--- src/rtl/processador_multiciclo_param.sv ---
// ============================================================================
//  Module      : processador_multiciclo_param
//  Description : Parametrised multicycle core with A/G/ALU datapath and a
//                shared bus. Executes mv, mvi, add, sub, and, or, slt, mvnz.
//  Revision    : 1.0 - initial release
// ============================================================================
`default_nettype none

module processador_multiciclo_param #(
    parameter  int DATA_W = 16,
    parameter  int NREGS  = 8,
    localparam int REG_W  = $clog2(NREGS),
    localparam int IR_W   = 3 + 2 * REG_W
) (
    input  logic              Clock,
    input  logic              Reset,
    input  logic              Run,
    input  logic [DATA_W-1:0] DIN,
    output logic              Done,
    output logic [DATA_W-1:0] BusWires
);

    typedef enum logic [1:0] {
        T0 = 2'd0,
        T1 = 2'd1,
        T2 = 2'd2,
        T3 = 2'd3
    } tstep_t;

    localparam logic [2:0] c_op_mv   = 3'b000;
    localparam logic [2:0] c_op_mvi  = 3'b001;
    localparam logic [2:0] c_op_add  = 3'b010;
    localparam logic [2:0] c_op_sub  = 3'b011;
    localparam logic [2:0] c_op_and  = 3'b100;
    localparam logic [2:0] c_op_or   = 3'b101;
    localparam logic [2:0] c_op_slt  = 3'b110;
    localparam logic [2:0] c_op_mvnz = 3'b111;

    tstep_t              tstep_q, tstep_d;
    logic [IR_W-1:0]     ir_q, ir_d;
    logic [DATA_W-1:0]   a_q, a_d;
    logic [DATA_W-1:0]   g_q, g_d;
    logic                z_q, z_d;
    logic [DATA_W-1:0]   regs_q [NREGS];
    logic [DATA_W-1:0]   regs_d [NREGS];

    logic [2:0]          w_op;
    logic [REG_W-1:0]    w_rx;
    logic [REG_W-1:0]    w_ry;
    logic                w_is_alu;

    logic                w_din_out;
    logic                w_g_out;
    logic                w_r_out;
    logic [REG_W-1:0]    w_r_sel;
    logic                w_r_in;
    logic                w_a_in;
    logic                w_g_in;
    logic                w_ir_in;
    logic                w_done;
    logic [DATA_W-1:0]   w_bus;
    logic [DATA_W-1:0]   w_alu;

    assign w_op     = ir_q[IR_W-1 -: 3];
    assign w_rx     = ir_q[2*REG_W-1 -: REG_W];
    assign w_ry     = ir_q[REG_W-1:0];
    assign w_is_alu = (w_op != c_op_mv) && (w_op != c_op_mvi) && (w_op != c_op_mvnz);

    // Control decode; every strobe is held low while Reset is asserted so an
    // aborted instruction can never write back.
    always_comb begin
        w_din_out = 1'b0;
        w_g_out   = 1'b0;
        w_r_out   = 1'b0;
        w_r_sel   = '0;
        w_r_in    = 1'b0;
        w_a_in    = 1'b0;
        w_g_in    = 1'b0;
        w_ir_in   = 1'b0;
        w_done    = 1'b0;
        if (!Reset) begin
            case (tstep_q)
                T0: begin
                    if (Run) begin
                        w_din_out = 1'b1;
                        w_ir_in   = 1'b1;
                    end
                end
                T1: begin
                    case (w_op)
                        c_op_mv: begin
                            w_r_out = 1'b1;
                            w_r_sel = w_ry;
                            w_r_in  = 1'b1;
                            w_done  = 1'b1;
                        end
                        c_op_mvi: begin
                            w_din_out = 1'b1;
                            w_r_in    = 1'b1;
                            w_done    = 1'b1;
                        end
                        c_op_mvnz: begin
                            w_done = 1'b1;
                            if (!z_q) begin
                                w_r_out = 1'b1;
                                w_r_sel = w_ry;
                                w_r_in  = 1'b1;
                            end
                        end
                        default: begin
                            w_r_out = 1'b1;
                            w_r_sel = w_rx;
                            w_a_in  = 1'b1;
                        end
                    endcase
                end
                T2: begin
                    if (w_is_alu) begin
                        w_r_out = 1'b1;
                        w_r_sel = w_ry;
                        w_g_in  = 1'b1;
                    end
                end
                default: begin
                    if (w_is_alu) begin
                        w_g_out = 1'b1;
                        w_r_in  = 1'b1;
                        w_done  = 1'b1;
                    end
                end
            endcase
        end
    end

    always_comb begin
        w_bus = '0;
        if (w_din_out) begin
            w_bus = DIN;
        end else if (w_g_out) begin
            w_bus = g_q;
        end else if (w_r_out) begin
            w_bus = regs_q[w_r_sel];
        end
    end

    always_comb begin
        case (w_op)
            c_op_add: w_alu = a_q + w_bus;
            c_op_sub: w_alu = a_q - w_bus;
            c_op_and: w_alu = a_q & w_bus;
            c_op_or:  w_alu = a_q | w_bus;
            c_op_slt: w_alu = {{(DATA_W-1){1'b0}}, ($signed(a_q) < $signed(w_bus))};
            default:  w_alu = '0;
        endcase
    end

    always_comb begin
        if (w_done) begin
            tstep_d = T0;
        end else if ((tstep_q == T0) && !Run) begin
            tstep_d = T0;
        end else begin
            tstep_d = tstep_t'(tstep_q + 2'd1);
        end
        ir_d   = w_ir_in ? DIN[IR_W-1:0] : ir_q;
        a_d    = w_a_in  ? w_bus : a_q;
        g_d    = w_g_in  ? w_alu : g_q;
        z_d    = w_g_in  ? (w_alu == '0) : z_q;
        regs_d = regs_q;
        if (w_r_in) begin
            regs_d[w_rx] = w_bus;
        end
    end

    always_ff @(posedge Clock) begin
        if (Reset) begin
            tstep_q <= T0;
            ir_q    <= '0;
            a_q     <= '0;
            g_q     <= '0;
            z_q     <= 1'b1;
            for (int i = 0; i < NREGS; i++) begin
                regs_q[i] <= '0;
            end
        end else begin
            tstep_q <= tstep_d;
            ir_q    <= ir_d;
            a_q     <= a_d;
            g_q     <= g_d;
            z_q     <= z_d;
            for (int i = 0; i < NREGS; i++) begin
                regs_q[i] <= regs_d[i];
            end
        end
    end

    assign Done     = w_done;
    assign BusWires = w_bus;

endmodule

`default_nettype wire
--- config.mk ---
export PLATFORM = sky130hd
export DESIGN_NAME = processador_multiciclo_param
export DESIGN_NICKNAME = d
export VERILOG_FILES = /design/src/rtl/processador_multiciclo_param.sv
export SDC_FILE = /design/constraint.sdc
export NUM_CORES = 1
export LEC_CHECK = 0
export CAP_MARGIN = 5
export CELL_PAD_IN_SITES_DETAIL_PLACEMENT = 2
export CELL_PAD_IN_SITES_GLOBAL_PLACEMENT = 2
export CORE_AREA = 4 4 176 161
export DETAILED_ROUTE_END_ITERATION = 8
export DIE_AREA = 0 0 180 165
export GPL_ROUTABILITY_DRIVEN = 1
export PLACE_DENSITY_LB_ADDON = 0.1
export SKIP_LAST_GASP = 1
export SLEW_MARGIN = 10
export SYNTH_ARGS = -nofsm -noshare
export SYNTH_HDL_FRONTEND = slang
export SYNTH_SLANG_ARGS = --single-unit
--- constraint.sdc ---
create_clock -name Clock -period 6.7 [get_ports Clock]
set_input_delay 1.34 -clock Clock [delete_from_list [all_inputs] [get_ports Clock]]
set_output_delay 1.34 -clock Clock [all_outputs]
set_load 0.05 [all_outputs]
=== After elaboration in Yosys (flattened, before gate mapping) ===
Cells that the tools add are included.

* Add/subtract/negate cells: 3
* Magnitude comparators: 4
* Equality and inequality tests: 11
* Mux-type cells: 39
* Bitwise logic cells: 4
* Reductions and logical operators: 14

{| class="wikitable"
|+ Operator list
! kind !! number
|-
| $bwmux W128 || 1
|-
| $mux W16 || 6
|-
| $pmux W16 S5 || 1
|-
| $bmux W16 S3 || 1
|-
| $demux W16 S3 || 1
|-
| $mux W1 || 18
|-
| $add A16 B16 Y16 || 1
|-
| $and A16 B16 Y16 || 1
|-
| $logic_not A16 Y1 || 1
|-
| $lt A16 B16 Y1 || 1
|-
| $or A16 B16 Y16 || 1
|-
| $sub A16 B16 Y16 || 1
|-
| $eq A3 B3 Y1 const B || 4
|-
| $pmux W1 S2 || 6
|-
| $mux W3 || 3
|-
| $pmux W3 S3 || 1
|-
| $reduce_or A3 Y1 || 3
|-
| $ge A4 B4 Y1 const B || 2
|-
| $not A3 Y4 || 2
|-
| $eq A3 B2 Y1 const B || 2
|-
| $pmux W3 S2 || 1
|-
| $logic_and A1 B1 Y1 || 4
|-
| $lt A4 B1 Y1 const B || 1
|-
| $reduce_or A2 Y1 || 2
|-
| 10 further kinds || 10
|}

* Register bits after elaboration: 172
* Input bits: 19
* Logic and storage cells: 88

=== Logic depth before layout (Yosys ltp) ===
Gate-level depths: netlist of the first run.

* Depth after elaboration: 16
* Depth in mapped cells: 26
* Gate-level depth less buffers: 22

=== Least setup slack after synthesis of the first run ===
OpenSTA, ideal clock, no wires.

* Path type: input -> register
* From: input port Run
* To: register z_q
* Library setup time: 0.060 ns
* Arrival: 6.115 ns
* Data required time: 6.640 ns
* Path slack: 0.526 ns
* Stages: 21
* Buffers on the path: 2
* Cell sequence: nand2_1 -> or2_2 -> nand2_1 -> a2111oi_0 -> nor3b_2 -> buf_2 -> a21boi_2 -> buf_4 -> inv_1 -> ha_1 -> inv_1 -> fa_1 -> mux2i_1 -> xor2_1 -> a2111oi_0 -> nand2_1 -> a2111oi_0 -> o2111ai_1 -> a211oi_1 -> and4_1 -> a41o_1

* Cells in the longest elaborated chain, start to end: 7
* Elaborated cells on any way between the ends: 11

{| class="wikitable"
|+ Ends and longest elaborated chain
! item !! RTL line !! source
|-
| from (decl) || 17 || <nowiki>input logic Run,</nowiki>
|-
| $mux W1 * || 84 || <nowiki>if (Run) begin</nowiki>
|-
| $pmux W1 S2 * || 82 || <nowiki>case (tstep_q)</nowiki>
|-
| $mux W1 * || 81 || <nowiki>if (!Reset) begin</nowiki>
|-
| $mux W16 * || 137 || <nowiki>if (w_din_out) begin</nowiki>
|-
| via BusWires[0] || 20 || <nowiki>output logic [DATA_W-1:0] BusWires</nowiki>
|-
| $sub A16 B16 Y16, or another cell as far along || 149 || <nowiki>c_op_sub: w_alu = a_q - w_bus;</nowiki>
|-
| $pmux W16 S5 * || 147 || <nowiki>case (w_op)</nowiki>
|-
| $logic_not A16 Y1 * || 168 || <nowiki>z_d = w_g_in ? (w_alu == '0) : z_q;</nowiki>
|-
| to (signal assigned) || 190 || <nowiki>z_q <= z_d;</nowiki>
|-
| to (decl) || 43 || <nowiki>logic z_q, z_d;</nowiki>
|}

Mark *: on every way through the listed nets, which the timed path passes. The rest lies on a longest branch.
A chain may end at the register's enable or synchronous reset.

=== Worst setup path after layout of the first run ===
* From: input port Run
* To: register z_q

* Cells in the longest elaborated chain, start to end: 7
* Elaborated cells on any way between the ends: 11

{| class="wikitable"
|+ Ends and longest elaborated chain
! item !! RTL line
|-
| $mux W1 * || 84
|-
| $pmux W1 S2 * || 82
|-
| $mux W1 * || 81
|-
| $mux W16 * || 137
|-
| $sub A16 B16 Y16, or another cell as far along || 149
|-
| $pmux W16 S5 * || 147
|-
| $logic_not A16 Y1 * || 168
|}

Every way passes the cells marked *; elsewhere a longest branch is shown, timed or not.

==> metrics.txt, run 1 <==
Yosys reg bits=approximately 170; Setup Skew=~0.012 ns; net count after synthesis=1201; Power per Cell Area=239 nW/um^2; DR top layer=met4; pre-CTS setup slack=-0.0965 ns; WP data required=between 7 and 8 ns; Seq/Total Area, Yosys=~35%; H-tree Lvls=4; slew at the pin closest to its max-slew limit=about 1.2 ns; DRT met1 WL=roughly 16 mm; Multi-input gate area=5650 sq um; Final period util=a little over nine tenths; wire length on met2=~16 mm; setup slack, reg-to-reg=roughly 0.33 ns; hold path start=regs_q[121]; 1st-pass router iterations=5; Final #Nets=1200; syn avg cell area=8.63 sq um; library cells used by synthesis=between 60 and 70; die width=180 um; CTS clk-pin slew, worst paths=roughly 0.070 ns; Slew Limit Fails=0; Routability Congestion=0.830; FP Rows=57; Critical Path End Type=register; Period minus WS final=between 6 and 7 ns; Root Driver=clkbuf_16; Critical Path Start=Run; CTS tree=done; I/O pin count=36; Iteration-0 DRC Markers=660; clock sinks=about 170; Post-CTS Hold Buffers=0; wire per inst=approximately 22 um; prevailing post-synth register cell=dfxtp_1; status=finished clean; Min-Delay Path Class=register to register; die area=approximately 30000 sq um; commonest non-fill, non-tap cells in the layout=171 x dfxtp_1, 139 x nand3b_1, 112 x o21ai_1; worst rel slew slack=a little over 20%; Tot GR Track Use=between 20% and 30%; remaining antenna violation count=0; peak supply drop=0.000173 V; P&R area growth vs syn=15.7%; Leak=roughly 3.9 nW; yosys warns=0; max cap viols=0; RSZ-0062 raised after global routing=true; largest net degree at the start of global routing=113; deepest clock path buffer count=2; total gr overflow=0; ANT cells=0; EDFF count, synth=0; Clk Latency, worst-skew pair=roughly 0.44 ns; vias in the first global route=just over 9000; final hold vios=0; Die Span Y=around 170 um; CTS Buf Count=17; global-route wire length before repair=53.6 mm; vias per cell=around 5.9; drc violations=0; final worst slack=between 0.3 and 0.4 ns; Startpoint Class=input pin; share of cells above drive strength 1=around an eighth; initial antenna violation count=0; Sequential cell area=3440 sq um; most common cell after layout, fill and taps aside=dfxtp_1; fmax=~160 MHz; filler cell count=2879; final HPWL from detailed placement=23.5 mm; Routed Wire Length=about 33 mm; Synth Cell Area=9730 sq um; setup TNS=0 ns; number of port buffers=35; Core Footprint=~27000 sq um; Mapped Cells=about 1100; Vias=8746; WL met3=about 990 um; worst reg2reg path startpoint=ir_q[8]; CP Class=input pin to register; share of synthesized registers carrying an async set or reset=0%; WP data arrival=roughly 6.8 ns; Core Util, Final=42.3%; Final setup violation count=0; initial core utilization=a little over a third; crit-path max FO=16
==> metal layers <==
| metal | global-route usage [%] | vias up |
|---|---|---|
| met5 | 0 | - |
| met4 | 4.40 | 0 |
| met3 | 2.93 | 15 |
| met2 | 38.9 | 130 |
| met1 | 30.7 | 4471 |
| li1 | - | 4130 |
==> final cells by class <==
type / count / share of cell area (%)
Multi-Input combinational cell: 798 / 50.1
Inverter: 52 / 1.73
Clock buffer: 20 / 3.97
Timing Repair Buffer: 86 / 8.02
Clock inverter: 12 / 1.63
Tap cell: 354 / 3.93
Sequential cell: 172 / 30.6
==> path summary, 6_finish.rpt <==
kind                 end  depth (start not counted)
min          regs_q[121]                          2
max reg2reg          z_q                         20
max                  z_q                         20
min reg2reg  regs_q[121]                          2
==> kinds of logic after synthesis <==
logic type | count (synthesis) | synth area share [%]
compound gates | 366 | 24.7
mux | 23 | 4.42
flops | 172 | 35.4
xor+xnor | 11 | 0.990
fa+ha+maj | 54 | 7.10
simple gates | 344 | 20.5
buf+inv | 158 | 6.93
==> sequential cells by signal, summed over array words and instances (netlist names) <==
signal,count
regs_q,128
a_q,16
g_q,16
ir_q,9
tstep_q,2
z_q,1
==> synthesized netlist by cell type, drive strengths merged (3+ instances only) <==
library cell / instances / area (sq um)
o22ai: 6 / 37.5
a211oi: 37 / 278
nor3: 30 / 150
a32oi: 3 / 26.3
a2111oi: 5 / 43.8
mux4: 16 / 360
o21a: 4 / 30.0
nand3b: 139 / 1040
nor3b: 4 / 35.0
a222oi: 16 / 160
inv: 52 / 195
xor2: 5 / 43.8
nor2b: 8 / 50.1
a21oi: 47 / 239
a221oi: 19 / 166
nand3: 10 / 50.1
o21ai: 155 / 776
nand2b: 10 / 70.1
o31ai: 6 / 45.0
o311ai: 4 / 35.0
o211ai: 5 / 37.5
and2: 6 / 40.0
nor2: 82 / 308
dfxtp: 172 / 3440
nand2: 44 / 165
buf: 29 / 190
a22oi: 17 / 128
a21o: 5 / 37.5
clkbuf: 77 / 289
xnor2: 6 / 52.6
mux2i: 7 / 70.1
a21boi: 16 / 161
ha: 52 / 651
==> worst max-delay path: stages <==
cell,delay [ns]
clkdlybuf4s50_1,0.43
nand2_1,0.09
or2_2,0.12
nand2_1,0.11
nor4bb_4,0.86
a222oi_1,0.14
a21boi_2,0.23
inv_1,0.17
ha_1,0.23
inv_1,0.08
fa_1,0.43
mux2i_1,0.17
xor2_1,0.08
a2111oi_1,0.53
nand2_1,0.09
a2111oi_0,0.65
o2111ai_1,0.22
a211oi_1,0.37
and4_1,0.25
a41o_1,0.18
==> per-stage QoR <==
step                cells  hold WS (ns)  instance area [sq um]  total power, mW
floorplan            1128         0.450                   9730             1.43
global placement     1462         0.465                  10600             1.61
detailed placement   1462         0.471                  10600             1.62
CTS                  1494         0.483                  11300             2.72
global route         1494         0.508                  11300             2.82
finish               1494         0.483                  11300             2.69
==> where the power goes <==
part | total, mW | switching, mW | internal (mW)
Clock | 1.09 | 0.446 | 0.639
Combinational | 0.539 | 0.333 | 0.206
Sequential | 1.07 | 0.0235 | 1.04
==> repair_timing <==
item,in CTS,in global routing
resized for setup,0,2
endpoints found under the setup margin,0,3
endpoints found under the hold margin,0,0
setup buffers,0,0
(Power assumes the default switching activity.)
==> inputs of run 2 (changes only) <==
--- a/config.mk
+++ b/config.mk
@@ -8,9 +8,9 @@
 export CAP_MARGIN = 5
 export CELL_PAD_IN_SITES_DETAIL_PLACEMENT = 2
 export CELL_PAD_IN_SITES_GLOBAL_PLACEMENT = 2
-export CORE_AREA = 4 4 176 161
+export CORE_AREA = 3 3 175 160
 export DETAILED_ROUTE_END_ITERATION = 8
-export DIE_AREA = 0 0 180 165
+export DIE_AREA = 0 0 178 163
 export GPL_ROUTABILITY_DRIVEN = 1
 export PLACE_DENSITY_LB_ADDON = 0.1
 export SKIP_LAST_GASP = 1
@@ -18,3 +18,4 @@
 export SYNTH_ARGS = -nofsm -noshare
 export SYNTH_HDL_FRONTEND = slang
 export SYNTH_SLANG_ARGS = --single-unit
+export TNS_END_PERCENT = 50
==> metrics.txt, run 2 (synthesis gave the netlist of run 1 again) <==
Biggest register=regs_q (unchanged); P&R area growth vs syn=14.8% (was 15.7%); Slew Limit Fails=0 (unchanged); wire per inst=23.4 um (was 22.4 um); max reg flops=128 (unchanged); CP Class=input pin to register (unchanged); CTS Buf Count=17 (unchanged); status=finished clean (unchanged); Core Footprint=26100 sq um (was 26600 sq um); Hold Path Sink=regs_q[104] (was regs_q[121]); top flop regs=regs_q: 128 flops, a_q: 16 flops, g_q: 16 flops (unchanged); drc violations=0 (unchanged); slew at the pin closest to its max-slew limit=0.886 ns (was 1.19 ns); peak supply drop=0.000173 V (about the same); Largest delay share family, worst path=compound AO/OA/AOI/OAI gates (unchanged); pre-CTS setup slack=-0.0792 ns (was -0.0965 ns); Setup Skew=0.0124 ns (about the same); H-tree Lvls=4 (unchanged); Clk Latency, worst-skew pair=0.44 ns (about the same); clock sinks=172 (unchanged); remaining antenna violation count=0 (unchanged); Final setup violation count=0 (unchanged); deepest clock path buffer count=2 (unchanged); Buf/Inv on CP=3 (unchanged); Worst path slowest cell=a2111oi_0 (was nor4bb_4); setup slack, reg-to-reg=0.56 ns (was 0.33 ns); Critical Path End Type=register (unchanged); Power per Cell Area=228 nW/um^2 (was 239 nW/um^2); Leak=3.91 nW (was 3.94 nW); WP data arrival=6.62 ns (was 6.78 ns); Reg2Reg Depth=20 (unchanged); die area=29000 sq um (was 29700 sq um); hold path start=regs_q[104] (was regs_q[121]); WHS Path Cells=2 (unchanged); die width=178 um (was 180 um); FP Rows=56 (was 57); Final #Nets=1201 (was 1200); Post-CTS Hold Buffers=0 (unchanged); number of port buffers=35 (unchanged); Routed Wire Length=34.8 mm (was 33.5 mm); CTS tree=done (unchanged); final worst slack=0.458 ns (was 0.303 ns); Final period util=93.2% (was 95.5%); Period minus WS final=6.24 ns (was 6.40 ns); CP max stage delay=0.58 ns (was 0.86 ns); worst r2r dst=z_q (unchanged); commonest non-fill, non-tap cells in the layout=170 x dfxtp_1, 139 x nand3b_1, 112 x o21ai_1 (was 171 x dfxtp_1, 139 x nand3b_1, 112 x o21ai_1); Core Util, Final=42.8% (was 42.3%); vias in the first global route=9108 (was 9157); final hold vios=0 (unchanged); Routability Congestion=0.845 (was 0.830); Min-Delay Path Class=register to register (unchanged); Die Span Y=163 um (was 165 um); global-route wire length before repair=55.1 mm (was 53.6 mm); share of cells above drive strength 1=12.1% (was 12.2%); initial core utilization=37.2% (was 36.6%); Iteration-0 DRC Markers=726 (was 660); final HPWL from detailed placement=24.6 mm (was 23.5 mm); total gr overflow=0 (unchanged); I/O pin count=36 (unchanged); crit-path max FO=3 (was 16); Tot GR Track Use=24.5% (was 22.6%); 1st-pass router iterations=7 (was 5); fmax=160 MHz (was 156 MHz); worst reg2reg path startpoint=tstep_q[0] (was ir_q[8]); max cap viols=0 (unchanged); critical-path cell list=clkdlybuf4s50_1, nand2_1, or2_2, nand2_1, a2111oi_0, o21a_1, a222oi_1, a21boi_2, inv_1, ha_1, inv_1, fa_1, mux2i_1, xor2_1, a2111oi_0, nand2_1, a2111oi_0, o2111ai_1, a211oi_1, and4_1, a41o_1 (was clkdlybuf4s50_1, nand2_1, or2_2, nand2_1, nor4bb_4, a222oi_1, a21boi_2, inv_1, ha_1, inv_1, fa_1, mux2i_1, xor2_1, a2111oi_1, nand2_1, a2111oi_0, o2111ai_1, a211oi_1, and4_1, a41o_1); vias per cell=5.89 (was 5.85); ANT cells=0 (unchanged); initial antenna violation count=0 (unchanged); Root Driver=clkbuf_16 (unchanged); worst rel slew slack=40.9% (was 20.4%); largest net degree at the start of global routing=87 (was 113); most common cell after layout, fill and taps aside=dfxtp_1 (unchanged); WP data required=7.08 ns (about the same); CTS clk-pin slew, worst paths=0.07 ns (about the same); Startpoint Class=input pin (unchanged); Vias=8756 (was 8746)
-- run 2: cell types whose count changed in the layout (fill, tap and decap cells not counted), sizes merged --
cell / before / now
inv: 55 / 52
clkinvlp: 2 / 1
clkbuf: 20 / 21
clkinv: 3 / 6
buf: 68 / 69
bufinv: 4 / 1
-- run 2: tightest hold or removal path, stage by stage (launching register included) --
cell and delay [ns]:
dfxtp_1 0.31, nand3b_1 0.07, o21ai_1 0.05
-- run 2: worst max-delay path by stage --
stage	startpoint	end	slack (ns)	depth (start not counted)
2_1_floorplan	Run	z_q	0.53	21
3_3_place_gp	Run	z_q	0.18	20
3_5_place_dp	Run	z_q	-0.08	20
4_1_cts	Run	z_q	0.34	20
5_1_grt	Run	g_q[15]	-0.005	20
6_report	Run	z_q	0.46	21
-- run 2: routing by layer --
metal / GRT usage [%] / wire length [um]
met1: 34.5 / 16900
met2: 40.0 / 16400
met3: 3.64 / 1040
met4: 5.03 / 473
met5: 0 / 0
-- run 2: stage by stage --
stage	hold WS [ns]	cell area (sq um)	total power [mW]	cells	TNS (ns)
after floorplan	0.450	9730	1.43	1128	0
final	0.481	11200	2.55	1486	0
after global placement	0.465	10600	1.61	1456	0
after global routing	0.503	11200	2.67	1486	-0.00461
after detailed placement	0.470	10600	1.62	1456	-0.0792
after CTS	0.482	11200	2.57	1485	0
-- run 2: final cells by class --
class	instances	area (sq um)
Fill cell	2847	15000
Multi-Input combinational cell	798	5640
Sequential cell	172	3450
Timing Repair Buffer	87	923
Clock buffer	21	460
Tap cell	348	435
Inverter	52	195
Clock inverter	8	71.3
-- run 2: what timing repair did --
| action | 4_1_cts | 5_1_grt |
|---|---|---|
| resized for setup | 0 | 1 |
| endpoints found under the setup margin | 0 | 2 |
| buffers inserted | 0 | 1 |
-- run 2: power breakdown --
part           switching, mW  internal (mW)
sequential            0.0259           1.04
combinational          0.333          0.203
clock                  0.417          0.522
total                  0.776           1.77
==> inputs of run 3 (changes only) <==
--- a/config.mk
+++ b/config.mk
@@ -11,8 +11,10 @@
 export CORE_AREA = 3 3 175 160
 export DETAILED_ROUTE_END_ITERATION = 8
 export DIE_AREA = 0 0 178 163
+export DONT_BUFFER_PORTS = 1
 export GPL_ROUTABILITY_DRIVEN = 1
 export PLACE_DENSITY_LB_ADDON = 0.1
+export RECOVER_POWER = 25
 export SKIP_LAST_GASP = 1
 export SLEW_MARGIN = 10
 export SYNTH_ARGS = -nofsm -noshare
==> metrics.txt, run 3 (synthesis gave the netlist of run 1 again) <==
Die Span Y=163 um (unchanged); RSZ-0062 raised after global routing=false; most common cell after layout, fill and taps aside=dfxtp_1 (unchanged); wire per inst=24.6 um (was 23.4 um); Final setup violation count=0 (unchanged); Clk Latency, worst-skew pair=0.43 ns (was 0.44 ns); vias in the first global route=9231 (was 9108); Final #Nets=1176 (was 1201); die width=178 um (unchanged); max reg flops=128 (unchanged); Core Footprint=26100 sq um (unchanged); number of port buffers=0 (was 35); deepest clock path buffer count=2 (unchanged); H-tree Lvls=4 (unchanged); vias per cell=6.01 (was 5.89); CP Class=register to register (was input pin to register); DR top layer=met4 (unchanged); Setup Skew=0.00780 ns (was 0.0124 ns); final HPWL from detailed placement=24.5 mm (was 24.6 mm); critical path depth=20 (was 21); crit-path max FO=19 (was 3); total gr overflow=0 (unchanged); CP max stage delay=0.63 ns (was 0.58 ns); CTS tree=done (unchanged); filler cell count=2916 (was 2847); Root Driver=clkbuf_16 (unchanged); DRT met1 WL=16.5 mm (was 16.9 mm); Biggest register=regs_q (unchanged); P&R area growth vs syn=9.93% (was 14.8%); global-route wire length before repair=56.2 mm (was 55.1 mm); commonest non-fill, non-tap cells in the layout=171 x dfxtp_1, 139 x nand3b_1, 92 x o21ai_1 (was 170 x dfxtp_1, 139 x nand3b_1, 112 x o21ai_1); Final period util=92.2% (was 93.2%); Power per Cell Area=230 nW/um^2 (was 228 nW/um^2); Leak=3.75 nW (was 3.91 nW); share of cells above drive strength 1=11.3% (was 12.1%); FP Rows=56 (unchanged); I/O pin count=36 (unchanged); total power=2.46 mW (was 2.55 mW); ANT cells=0 (unchanged); die area=29000 sq um (unchanged); Buf/Inv on CP=3 (unchanged); CTS clk-pin slew, worst paths=0.07 ns (about the same); fmax=162 MHz (was 160 MHz); Iteration-0 DRC Markers=703 (was 726); Hold WS=0.481 ns (about the same); CTS Buf Count=17 (unchanged); Min-Delay Path Class=register to register (unchanged); max cap viols=0 (unchanged); Tot GR Track Use=25.2% (was 24.5%); Startpoint Class=register (was input pin); status=finished clean (unchanged); final hold vios=0 (unchanged); WP data arrival=6.56 ns (was 6.62 ns); clock sinks=172 (unchanged); critical-path cell list=inv_1, ha_1, a221o_1, a32o_4, nand2b_4, mux4_2, a222oi_1, a21boi_2, buf_4, inv_1, ha_1, nor3b_1, a311o_1, a2111oi_0, nand2_1, a2111oi_0, o2111ai_1, a211oi_1, and4_1, a41o_1 (was clkdlybuf4s50_1, nand2_1, or2_2, nand2_1, a2111oi_0, o21a_1, a222oi_1, a21boi_2, inv_1, ha_1, inv_1, fa_1, mux2i_1, xor2_1, a2111oi_0, nand2_1, a2111oi_0, o2111ai_1, a211oi_1, and4_1, a41o_1); largest net degree at the start of global routing=180 (was 87); number of setup buffers added after CTS=0 (unchanged); post-CTS sizing=0 (unchanged); 1st-pass router iterations=8 (was 7); worst rel slew slack=40.4% (was 40.9%); initial antenna violation count=0 (unchanged); Routability Congestion=0.846 (was 0.845); Post-CTS Hold Buffers=0 (unchanged); WL met3=1.83 mm (was 1.04 mm); Vias=8787 (was 8756); peak supply drop=0.000165 V (was 0.000173 V); Critical Path End Type=register (unchanged); Reg2Reg Depth=20 (unchanged); Slew Limit Fails=0 (unchanged); initial core utilization=37.2% (unchanged); drc violations=0 (unchanged); slew at the pin closest to its max-slew limit=0.895 ns (was 0.886 ns); wire length on met2=16.7 mm (was 16.4 mm); Largest delay share family, worst path=compound AO/OA/AOI/OAI gates (unchanged); setup TNS=0 ns (unchanged); top flop regs=regs_q: 128 flops, a_q: 16 flops, g_q: 16 flops (unchanged); Period minus WS final=6.18 ns (was 6.24 ns); Routed Wire Length=35.9 mm (was 34.8 mm); remaining antenna violation count=0 (unchanged); WHS Path Cells=2 (unchanged); Worst path slowest cell=a2111oi_0 (unchanged); WP data required=7.08 ns (about the same)
run 3: report_power, final:
part | total (mW) | switching [mW] | internal [mW]
logic | 0.481 | 0.309 | 0.172
registers | 1.07 | 0.0258 | 1.04
clock network | 0.914 | 0.413 | 0.501
total | 2.46 | 0.747 | 1.72
run 3: worst paths after layout:
path / endpoint / startpoint / slack (ns)
max: z_q / tstep_q[0] / 0.52
min: regs_q[26] / regs_q[26] / 0.48
max reg2reg: z_q / tstep_q[0] / 0.52
min reg2reg: regs_q[26] / regs_q[26] / 0.48
run 3: area by class of cell:
type | count | area [sq um] | share of cell area, %
Tap cell | 348 | 435 | 4.07
Clock buffer | 20 | 437 | 4.08
Multi-Input combinational cell | 798 | 5640 | 52.7
Inverter | 52 | 195 | 1.82
Timing Repair Buffer | 62 | 470 | 4.40
Clock inverter | 9 | 76.3 | 0.713
Sequential cell | 172 | 3440 | 32.2
run 3: tightest hold or removal path, cell delays in order, from the launching register on:
cell and delay [ns]:
dfxtp_1 0.31, nand3b_1 0.07, o21ai_1 0.05
run 3: stage by stage:
stage	instance area, sq um	worst slack, ns	utilization [%]	instances
6_report	10700	0.525	40.9	1461
3_5_place_dp	10200	0.321	39.0	1432
5_1_grt	10700	0.0780	40.9	1461
2_1_floorplan	9730	0.526	-	1128
4_1_cts	10700	0.586	41.0	1461
3_3_place_gp	10200	0.444	39.0	1432
run 3: layer usage:
| layer | vias up | global-route usage, % |
|---|---|---|
| li1 | 4075 | - |
| met1 | 4474 | 34.3 |
| met2 | 192 | 41.2 |
| met3 | 46 | 4.20 |
| met4 | 0 | 7.24 |
| met5 | - | 0 |
